**src/rtl/mem_access_unit_pkg.sv**
```systemverilog
// Shared ISA constants for the memory access path: access modes, widths,
// FSM state encodings and the alignment rule for requests.
package mem_access_unit_pkg;

  localparam int MODE_W = 2;
  localparam int WORD_W = 32;

  typedef logic [MODE_W-1:0] mem_mode_t;

  localparam mem_mode_t MEM_BYTE = 2'b00;
  localparam mem_mode_t MEM_HALF = 2'b01;
  localparam mem_mode_t MEM_WORD = 2'b10;

  typedef enum logic [1:0] {
    IDLE   = 2'd0,
    ACCESS = 2'd1,
    RESP   = 2'd2
  } state_e;

  // A request is illegal when it is misaligned for its size or uses the
  // reserved mode encoding.
  function automatic logic req_is_illegal(input mem_mode_t mode, input logic [1:0] addr_lo);
    case (mode)
      MEM_BYTE: return 1'b0;
      MEM_HALF: return addr_lo[0];
      MEM_WORD: return (addr_lo != 2'b00);
      default:  return 1'b1;
    endcase
  endfunction

endpackage

```
**src/rtl/mem_access_unit_if.sv**
```systemverilog
// Request/response handshake bundle and memory bus bundle. The requester
// (or bus owner) uses master; the unit (or memory) uses slave.
interface mem_access_unit_if;
  import mem_access_unit_pkg::*;

  logic              req_valid;
  logic              req_ready;
  logic              req_write;
  mem_mode_t         req_mode;
  logic              req_signed;
  logic [WORD_W-1:0] req_addr;
  logic [WORD_W-1:0] req_wdata;
  logic              resp_valid;
  logic              resp_ready;
  logic [WORD_W-1:0] resp_rdata;
  logic              resp_fault;

  modport master (
    output req_valid, req_write, req_mode, req_signed, req_addr, req_wdata, resp_ready,
    input  req_ready, resp_valid, resp_rdata, resp_fault
  );

  modport slave (
    input  req_valid, req_write, req_mode, req_signed, req_addr, req_wdata, resp_ready,
    output req_ready, resp_valid, resp_rdata, resp_fault
  );
endinterface

interface mem_bus_if;
  import mem_access_unit_pkg::*;

  logic [WORD_W-1:0] mem_address;
  logic [WORD_W-1:0] mem_writeData;
  mem_mode_t         mem_mode;
  logic              mem_memRead;
  logic              mem_memWrite;
  logic [WORD_W-1:0] mem_readData;

  modport master (
    output mem_address, mem_writeData, mem_mode, mem_memRead, mem_memWrite,
    input  mem_readData
  );

  modport slave (
    input  mem_address, mem_writeData, mem_mode, mem_memRead, mem_memWrite,
    output mem_readData
  );
endinterface

```
**src/rtl/mem_access_unit_load_extend.sv**
```systemverilog
// Load extension: the memory returns the selected byte/half zero-extended in
// the low bits; this widens it to a word, optionally sign-extending.
module load_extend
  import mem_access_unit_pkg::*;
(
  input  logic [WORD_W-1:0] data,
  input  mem_mode_t         mode,
  input  logic              sign_ext,
  output logic [WORD_W-1:0] result
);

  // Pick the sign source bit by access size; words pass through untouched
  always_comb begin
    result = data;
    case (mode)
      MEM_BYTE: result = {{24{sign_ext & data[7]}}, data[7:0]};
      MEM_HALF: result = {{16{sign_ext & data[15]}}, data[15:0]};
      default:  result = data;
    endcase
  end

endmodule

```
**src/rtl/mem_access_unit.sv**
```systemverilog
// Single-outstanding load/store unit between a valid/ready requester and a
// big-endian memory with combinational reads and negedge writes.
module mem_access_unit
  import mem_access_unit_pkg::*;
(
  input  logic        clk,
  input  logic        reset,
  mem_access_unit_if.slave req_if,
  mem_bus_if.master        mem_if
);

  state_e            state_q, state_d;
  logic [WORD_W-1:0] addr_q, addr_d;
  logic [WORD_W-1:0] wdata_q, wdata_d;
  logic [WORD_W-1:0] rdata_q, rdata_d;
  mem_mode_t         mode_q, mode_d;
  logic              write_q, write_d;
  logic              signed_q, signed_d;
  logic              fault_q, fault_d;

  logic              accept;
  logic              illegal;
  logic [WORD_W-1:0] load_data;

  // Requests are only taken in IDLE; anything presented elsewhere waits
  assign accept  = (state_q == IDLE) && req_if.req_valid;
  assign illegal = req_is_illegal(req_if.req_mode, req_if.req_addr[1:0]);

  load_extend u_load_extend (
    .data     (mem_if.mem_readData),
    .mode     (mode_q),
    .sign_ext (signed_q),
    .result   (load_data)
  );

  // FSM state register
  always_ff @(posedge clk) begin
    if (reset) begin
      state_q <= IDLE;
    end else begin
      state_q <= state_d;
    end
  end

  // FSM next state: faults skip ACCESS so no memory strobe is ever issued
  always_comb begin
    state_d = state_q;
    case (state_q)
      IDLE: begin
        if (accept) begin
          state_d = illegal ? RESP : ACCESS;
        end
      end
      ACCESS:  state_d = RESP;
      RESP: begin
        if (req_if.resp_ready) begin
          state_d = IDLE;
        end
      end
      default: state_d = IDLE;
    endcase
  end

  // Datapath next values: latch legal requests, capture load data as ACCESS ends
  always_comb begin
    addr_d   = addr_q;
    wdata_d  = wdata_q;
    mode_d   = mode_q;
    write_d  = write_q;
    signed_d = signed_q;
    rdata_d  = rdata_q;
    fault_d  = fault_q;
    if (accept) begin
      rdata_d = '0;
      fault_d = illegal;
      if (!illegal) begin
        addr_d   = req_if.req_addr;
        wdata_d  = req_if.req_wdata;
        mode_d   = req_if.req_mode;
        write_d  = req_if.req_write;
        signed_d = req_if.req_signed;
      end
    end
    if (state_q == ACCESS) begin
      rdata_d = write_q ? '0 : load_data;
    end
  end

  // Datapath registers; mode resets to WORD so the idle bus looks like a word access
  always_ff @(posedge clk) begin
    if (reset) begin
      addr_q   <= '0;
      wdata_q  <= '0;
      mode_q   <= MEM_WORD;
      write_q  <= 1'b0;
      signed_q <= 1'b0;
      rdata_q  <= '0;
      fault_q  <= 1'b0;
    end else begin
      addr_q   <= addr_d;
      wdata_q  <= wdata_d;
      mode_q   <= mode_d;
      write_q  <= write_d;
      signed_q <= signed_d;
      rdata_q  <= rdata_d;
      fault_q  <= fault_d;
    end
  end

  // Outputs decoded from state; strobes exist only during ACCESS
  always_comb begin
    req_if.req_ready     = (state_q == IDLE);
    req_if.resp_valid    = (state_q == RESP);
    req_if.resp_rdata    = rdata_q;
    req_if.resp_fault    = fault_q;
    mem_if.mem_address   = addr_q;
    mem_if.mem_writeData = wdata_q;
    mem_if.mem_mode      = mode_q;
    mem_if.mem_memRead   = (state_q == ACCESS) && !write_q;
    mem_if.mem_memWrite  = (state_q == ACCESS) && write_q;
  end

endmodule

```
**src/flat_wrapper.sv**
```systemverilog
// flat-port wrapper written by rule: the top's interface ports become plain ports
module mem_access_unit_flat import mem_access_unit_pkg::*;
  (clk, reset, req_if_req_valid, req_if_req_write, req_if_req_mode, req_if_req_signed, req_if_req_addr, req_if_req_wdata, req_if_resp_ready, req_if_req_ready, req_if_resp_valid, req_if_resp_rdata, req_if_resp_fault, mem_if_mem_address, mem_if_mem_writeData, mem_if_mem_mode, mem_if_mem_memRead, mem_if_mem_memWrite, mem_if_mem_readData);
  mem_access_unit_if req_if_i ();
  mem_bus_if mem_if_i ();
  input  logic clk;
  input  logic reset;
  input wire logic [$bits(req_if_i.req_valid)-1:0] req_if_req_valid;
  input wire logic [$bits(req_if_i.req_write)-1:0] req_if_req_write;
  input wire logic [$bits(req_if_i.req_mode)-1:0] req_if_req_mode;
  input wire logic [$bits(req_if_i.req_signed)-1:0] req_if_req_signed;
  input wire logic [$bits(req_if_i.req_addr)-1:0] req_if_req_addr;
  input wire logic [$bits(req_if_i.req_wdata)-1:0] req_if_req_wdata;
  input wire logic [$bits(req_if_i.resp_ready)-1:0] req_if_resp_ready;
  output wire logic [$bits(req_if_i.req_ready)-1:0] req_if_req_ready;
  output wire logic [$bits(req_if_i.resp_valid)-1:0] req_if_resp_valid;
  output wire logic [$bits(req_if_i.resp_rdata)-1:0] req_if_resp_rdata;
  output wire logic [$bits(req_if_i.resp_fault)-1:0] req_if_resp_fault;
  output wire logic [$bits(mem_if_i.mem_address)-1:0] mem_if_mem_address;
  output wire logic [$bits(mem_if_i.mem_writeData)-1:0] mem_if_mem_writeData;
  output wire logic [$bits(mem_if_i.mem_mode)-1:0] mem_if_mem_mode;
  output wire logic [$bits(mem_if_i.mem_memRead)-1:0] mem_if_mem_memRead;
  output wire logic [$bits(mem_if_i.mem_memWrite)-1:0] mem_if_mem_memWrite;
  input wire logic [$bits(mem_if_i.mem_readData)-1:0] mem_if_mem_readData;
  assign req_if_i.req_valid = req_if_req_valid;
  assign req_if_i.req_write = req_if_req_write;
  assign req_if_i.req_mode = req_if_req_mode;
  assign req_if_i.req_signed = req_if_req_signed;
  assign req_if_i.req_addr = req_if_req_addr;
  assign req_if_i.req_wdata = req_if_req_wdata;
  assign req_if_i.resp_ready = req_if_resp_ready;
  assign req_if_req_ready = req_if_i.req_ready;
  assign req_if_resp_valid = req_if_i.resp_valid;
  assign req_if_resp_rdata = req_if_i.resp_rdata;
  assign req_if_resp_fault = req_if_i.resp_fault;
  assign mem_if_mem_address = mem_if_i.mem_address;
  assign mem_if_mem_writeData = mem_if_i.mem_writeData;
  assign mem_if_mem_mode = mem_if_i.mem_mode;
  assign mem_if_mem_memRead = mem_if_i.mem_memRead;
  assign mem_if_mem_memWrite = mem_if_i.mem_memWrite;
  assign mem_if_i.mem_readData = mem_if_mem_readData;
  mem_access_unit u_core (.clk(clk), .reset(reset), .req_if(req_if_i), .mem_if(mem_if_i));
endmodule
```
**config.mk**
```make
export PLATFORM = sky130hd
export DESIGN_NAME = mem_access_unit_flat
export DESIGN_NICKNAME = d
export VERILOG_FILES = /design/src/rtl/mem_access_unit_pkg.sv /design/src/rtl/mem_access_unit_if.sv /design/src/rtl/mem_access_unit_load_extend.sv /design/src/rtl/mem_access_unit.sv /design/src/flat_wrapper.sv
export SDC_FILE = /design/constraint.sdc
export NUM_CORES = 1
export LEC_CHECK = 0
export CORE_MARGIN = 2
export CORE_UTILIZATION = 45
export DETAILED_ROUTE_END_ITERATION = 10
export PLACE_DENSITY = 0.95
export SYNTH_ARGS = -nofsm -noshare
export SYNTH_HDL_FRONTEND = slang
export SYNTH_SLANG_ARGS = --single-unit
```
**constraint.sdc**
```tcl
create_clock -name clk -period 4.1 [get_ports clk]
set_clock_uncertainty 0.2 [all_clocks]
set_input_delay 0.41 -clock clk [delete_from_list [all_inputs] [get_ports clk]]
set_output_delay 0.41 -clock clk [all_outputs]
set_load 0.1 [all_outputs]
```
==> metrics <==
Worst-Margin Slew 1.280 ns; GP Congestion 0.7968; Clock Pin Slew Worst Setup and Hold Paths roughly 0.08 ns; Worst Setup End Kind output port; remaining global-route overflow 0; final antenna-violating net count 0; first-pass GRT wire length about 20000 microns; H-tree depth 3; Pwr Density 350.8 nW/um^2; fin nets roughly 760; largest net degree at the start of global routing between 150 and 200; Initial DRC Count 150; Yosys top cell by area dfxtp_1; vias 3967; status complete, no violations; count of endpoints failing setup in the final report 0; crit path cell chain clkdlybuf4s50_1; Slew HR between 10% and 20%; critical path's top delay family buffers and inverters; Layout fillers 740; Yosys reg bits between 100 and 150; hold_sp u_core.req_if.resp_rdata[21]; Critical R2R Launch u_core.mem_if.mem_mode[1]; Max Fclk around 0.36 GHz; Resized Gates After CTS 0; Hold Fails Final Rpt 0; Setup Fix Bufs, Post-CTS 0; distinct cell type count of the synthesized netlist 29; Tcrit/Tclk final roughly 68%; Worst EP arrival between 2 and 2.5 ns; largest stage delay on the critical path between 1 and 1.5 ns; CP Launch Type flop; initial core utilization approximately 46%; slowest CP cell clkdlybuf4s50_1; Total GRT Usage 22.42%; routed wire length about 12000 microns; post-DP HPWL around 8800 microns; CP startpoint u_core.mem_if.mem_mode[0]; layout cells sized above 1 approximately 3.5%; Max-Cap Viols 0; leak pwr 2.365 nW; Clock Latency Late Sink about 0.35 ns; Syn Area/Cell around 9.5 sq um; clk sink count 103; # rows 36; Post-Place Worst Slack roughly 1.4 ns; unrepaired setup endpoints after global routing no; area of the core between 9000 and 10000 sq um; Critical Path RT approximately 3.5 ns; worst min path class flop to flop; Setup CP Type flop to output port; synth top area cells dfxtp_1 45%, nand2b_1 18%, mux2i_1 15%; per-cell routed wire length 15.42 microns; number of global-route vias before repair ~4000; Final Max Tran Viols 0; Fin Setup TNS 0 ns; clk root buf clkbuf_8; r2r setup slk 1.87 ns; DIE WIDTH about 100 microns; CTS Buffer Depth 2; area delta synth->final 49.14%; area of the die around 11000 sq um; Cell Area, Synth around 4600 sq um; top-area cell type share of the netlist area about 45%; Seq/Total Area, Yosys a little under half; Post-Synthesis Cells 480; vias per cell around 5; chip height between 100 and 150 microns; Yosys warnings 0; crit-path max FO 12; Syn Nets 584; final core utilization a little over two thirds; Final WS setup approximately 1.3 ns; clock period minus final worst setup slack between 2 and 3 ns; worst IR drop on VDD ~0.24 mV; # DRC 0; Post-CTS Hold Buffers 0; total CTS buffers 9; first drt pass iteration count 5; initial antenna violation count 0; WP buf/inv 1; Pwr Total 2.388 mW; I/O Buffers 206; CTS tree done; IO Count around 210; ANT cells 0
[report_power, final]
part	total, mW	leakage (nW)	switching (mW)	internal [mW]
Sequential	1.08	0.837	0.0295	1.05
Clock	0.586	0.0898	0.317	0.269
Combinational	0.726	1.44	0.481	0.245
Total	2.39	2.36	0.827	1.56
[logic make-up (layout without fill, tap and decap cells)]
| group | count (synthesis) | after routing | synth area share, % |
|---|---|---|---|
| simple gates | 196 | 196 | 25.24 |
| compound gates | 70 | 70 | 10.08 |
| flops | 103 | 103 | 45.16 |
| mux | 69 | 69 | 15.15 |
| buf+inv | 42 | 225 | 4.357 |
[layout make-up]
type	instances	area, sq um	area share [%]
multi-input combinational	335	2320	34.07
tap	133	166.4	2.444
timing repair buffer	210	2085	30.61
clock buffer	15	176.4	2.591
sequential	103	2062	30.28
[synthesized netlist by cell type]
cell type and n:
and3b_1 1, buf_6 1, buf_1 2, buf_8 1, nand2b_1 134, a211oi_1 1
o221ai_1 16, a21oi_1 26, buf_2 3, or3b_1 1, and2_1 16, nand3_1 1
a22oi_1 8, o21ai_0 8, buf_4 5, dfxtp_1 103, or3_1 1, mux2i_1 68
nand4_1 1, nand2_1 25, nor2b_1 3, o21bai_1 1, nor2_1 11, a21o_1 1
and4bb_1 1, mux2_2 1, o21a_1 9, clkbuf_1 30, nor3b_2 1
[flip-flops by register name, summed over array words and instances, names as in the netlist]
signal,count
u_core.mem_if.mem_writeData,32
u_core.mem_if.mem_address,32
u_core.write_q,1
u_core.signed_q,1
u_core.req_if.resp_fault,1
u_core.req_if.resp_rdata,32
u_core.mem_if.mem_mode,2
u_core.state_q,2
[layout by cell type (no fill, tap or decap)]
master           count
a211oi_1             1
a21o_1               1
a21oi_1             25
a21oi_4              1
a22oi_1              8
and2_1              16
and3b_1              1
and4bb_1             1
buf_4                7
clkbuf_1             3
clkbuf_8            12
clkdlybuf4s50_1    203
dfxtp_1            103
mux2_2               1
mux2i_1             68
nand2_1             25
nand2b_1           134
nand3_1              1
nand4_1              1
nor2_1              11
nor2b_1              3
nor3b_2              1
o21a_1               9
o21ai_0              8
o21bai_2             1
o221ai_1            16
or3_1                1
or3b_1               1
[layer usage]
| layer | part of all wire [%] | global-route usage (%) | vias to the layer above |
|---|---|---|---|
| met1 | 39 | 25.23 | 1801 |
| met2 | 48 | 38.40 | 184 |
| met3 | 9.8 | 7.236 | 28 |
| met5 | 0 | 0 | - |
| li1 | - | - | 1954 |
| met4 | 2.8 | 10.38 | 0 |
[worst paths after layout]
path / to / depth (start not counted)
setup / recovery: mem_if_mem_mode[0] / 1
setup reg to reg: u_core.req_if.resp_rdata[20] / 4
hold reg to reg: u_core.req_if.resp_rdata[21] / 2
hold / removal: u_core.req_if.resp_rdata[21] / 2
[worst reg2reg max path: stages, from the launching register on]
cell and delay, ns:
dfxtp_1 0.34, buf_4 0.25, nor2b_1 0.90, o221ai_1 0.24, a21oi_1 0.21
[metrics by stage]
step	hold WS [ns]	instance area (sq um)	std cells
after CTS	0.2560	6809	796
after detailed placement	0.2440	6633	781
after floorplan	0.2526	4566	480
after global routing	0.2660	6809	796
after global placement	0.2382	6633	781
final	0.2565	6809	796
Power figures use the tool's default switching activity.
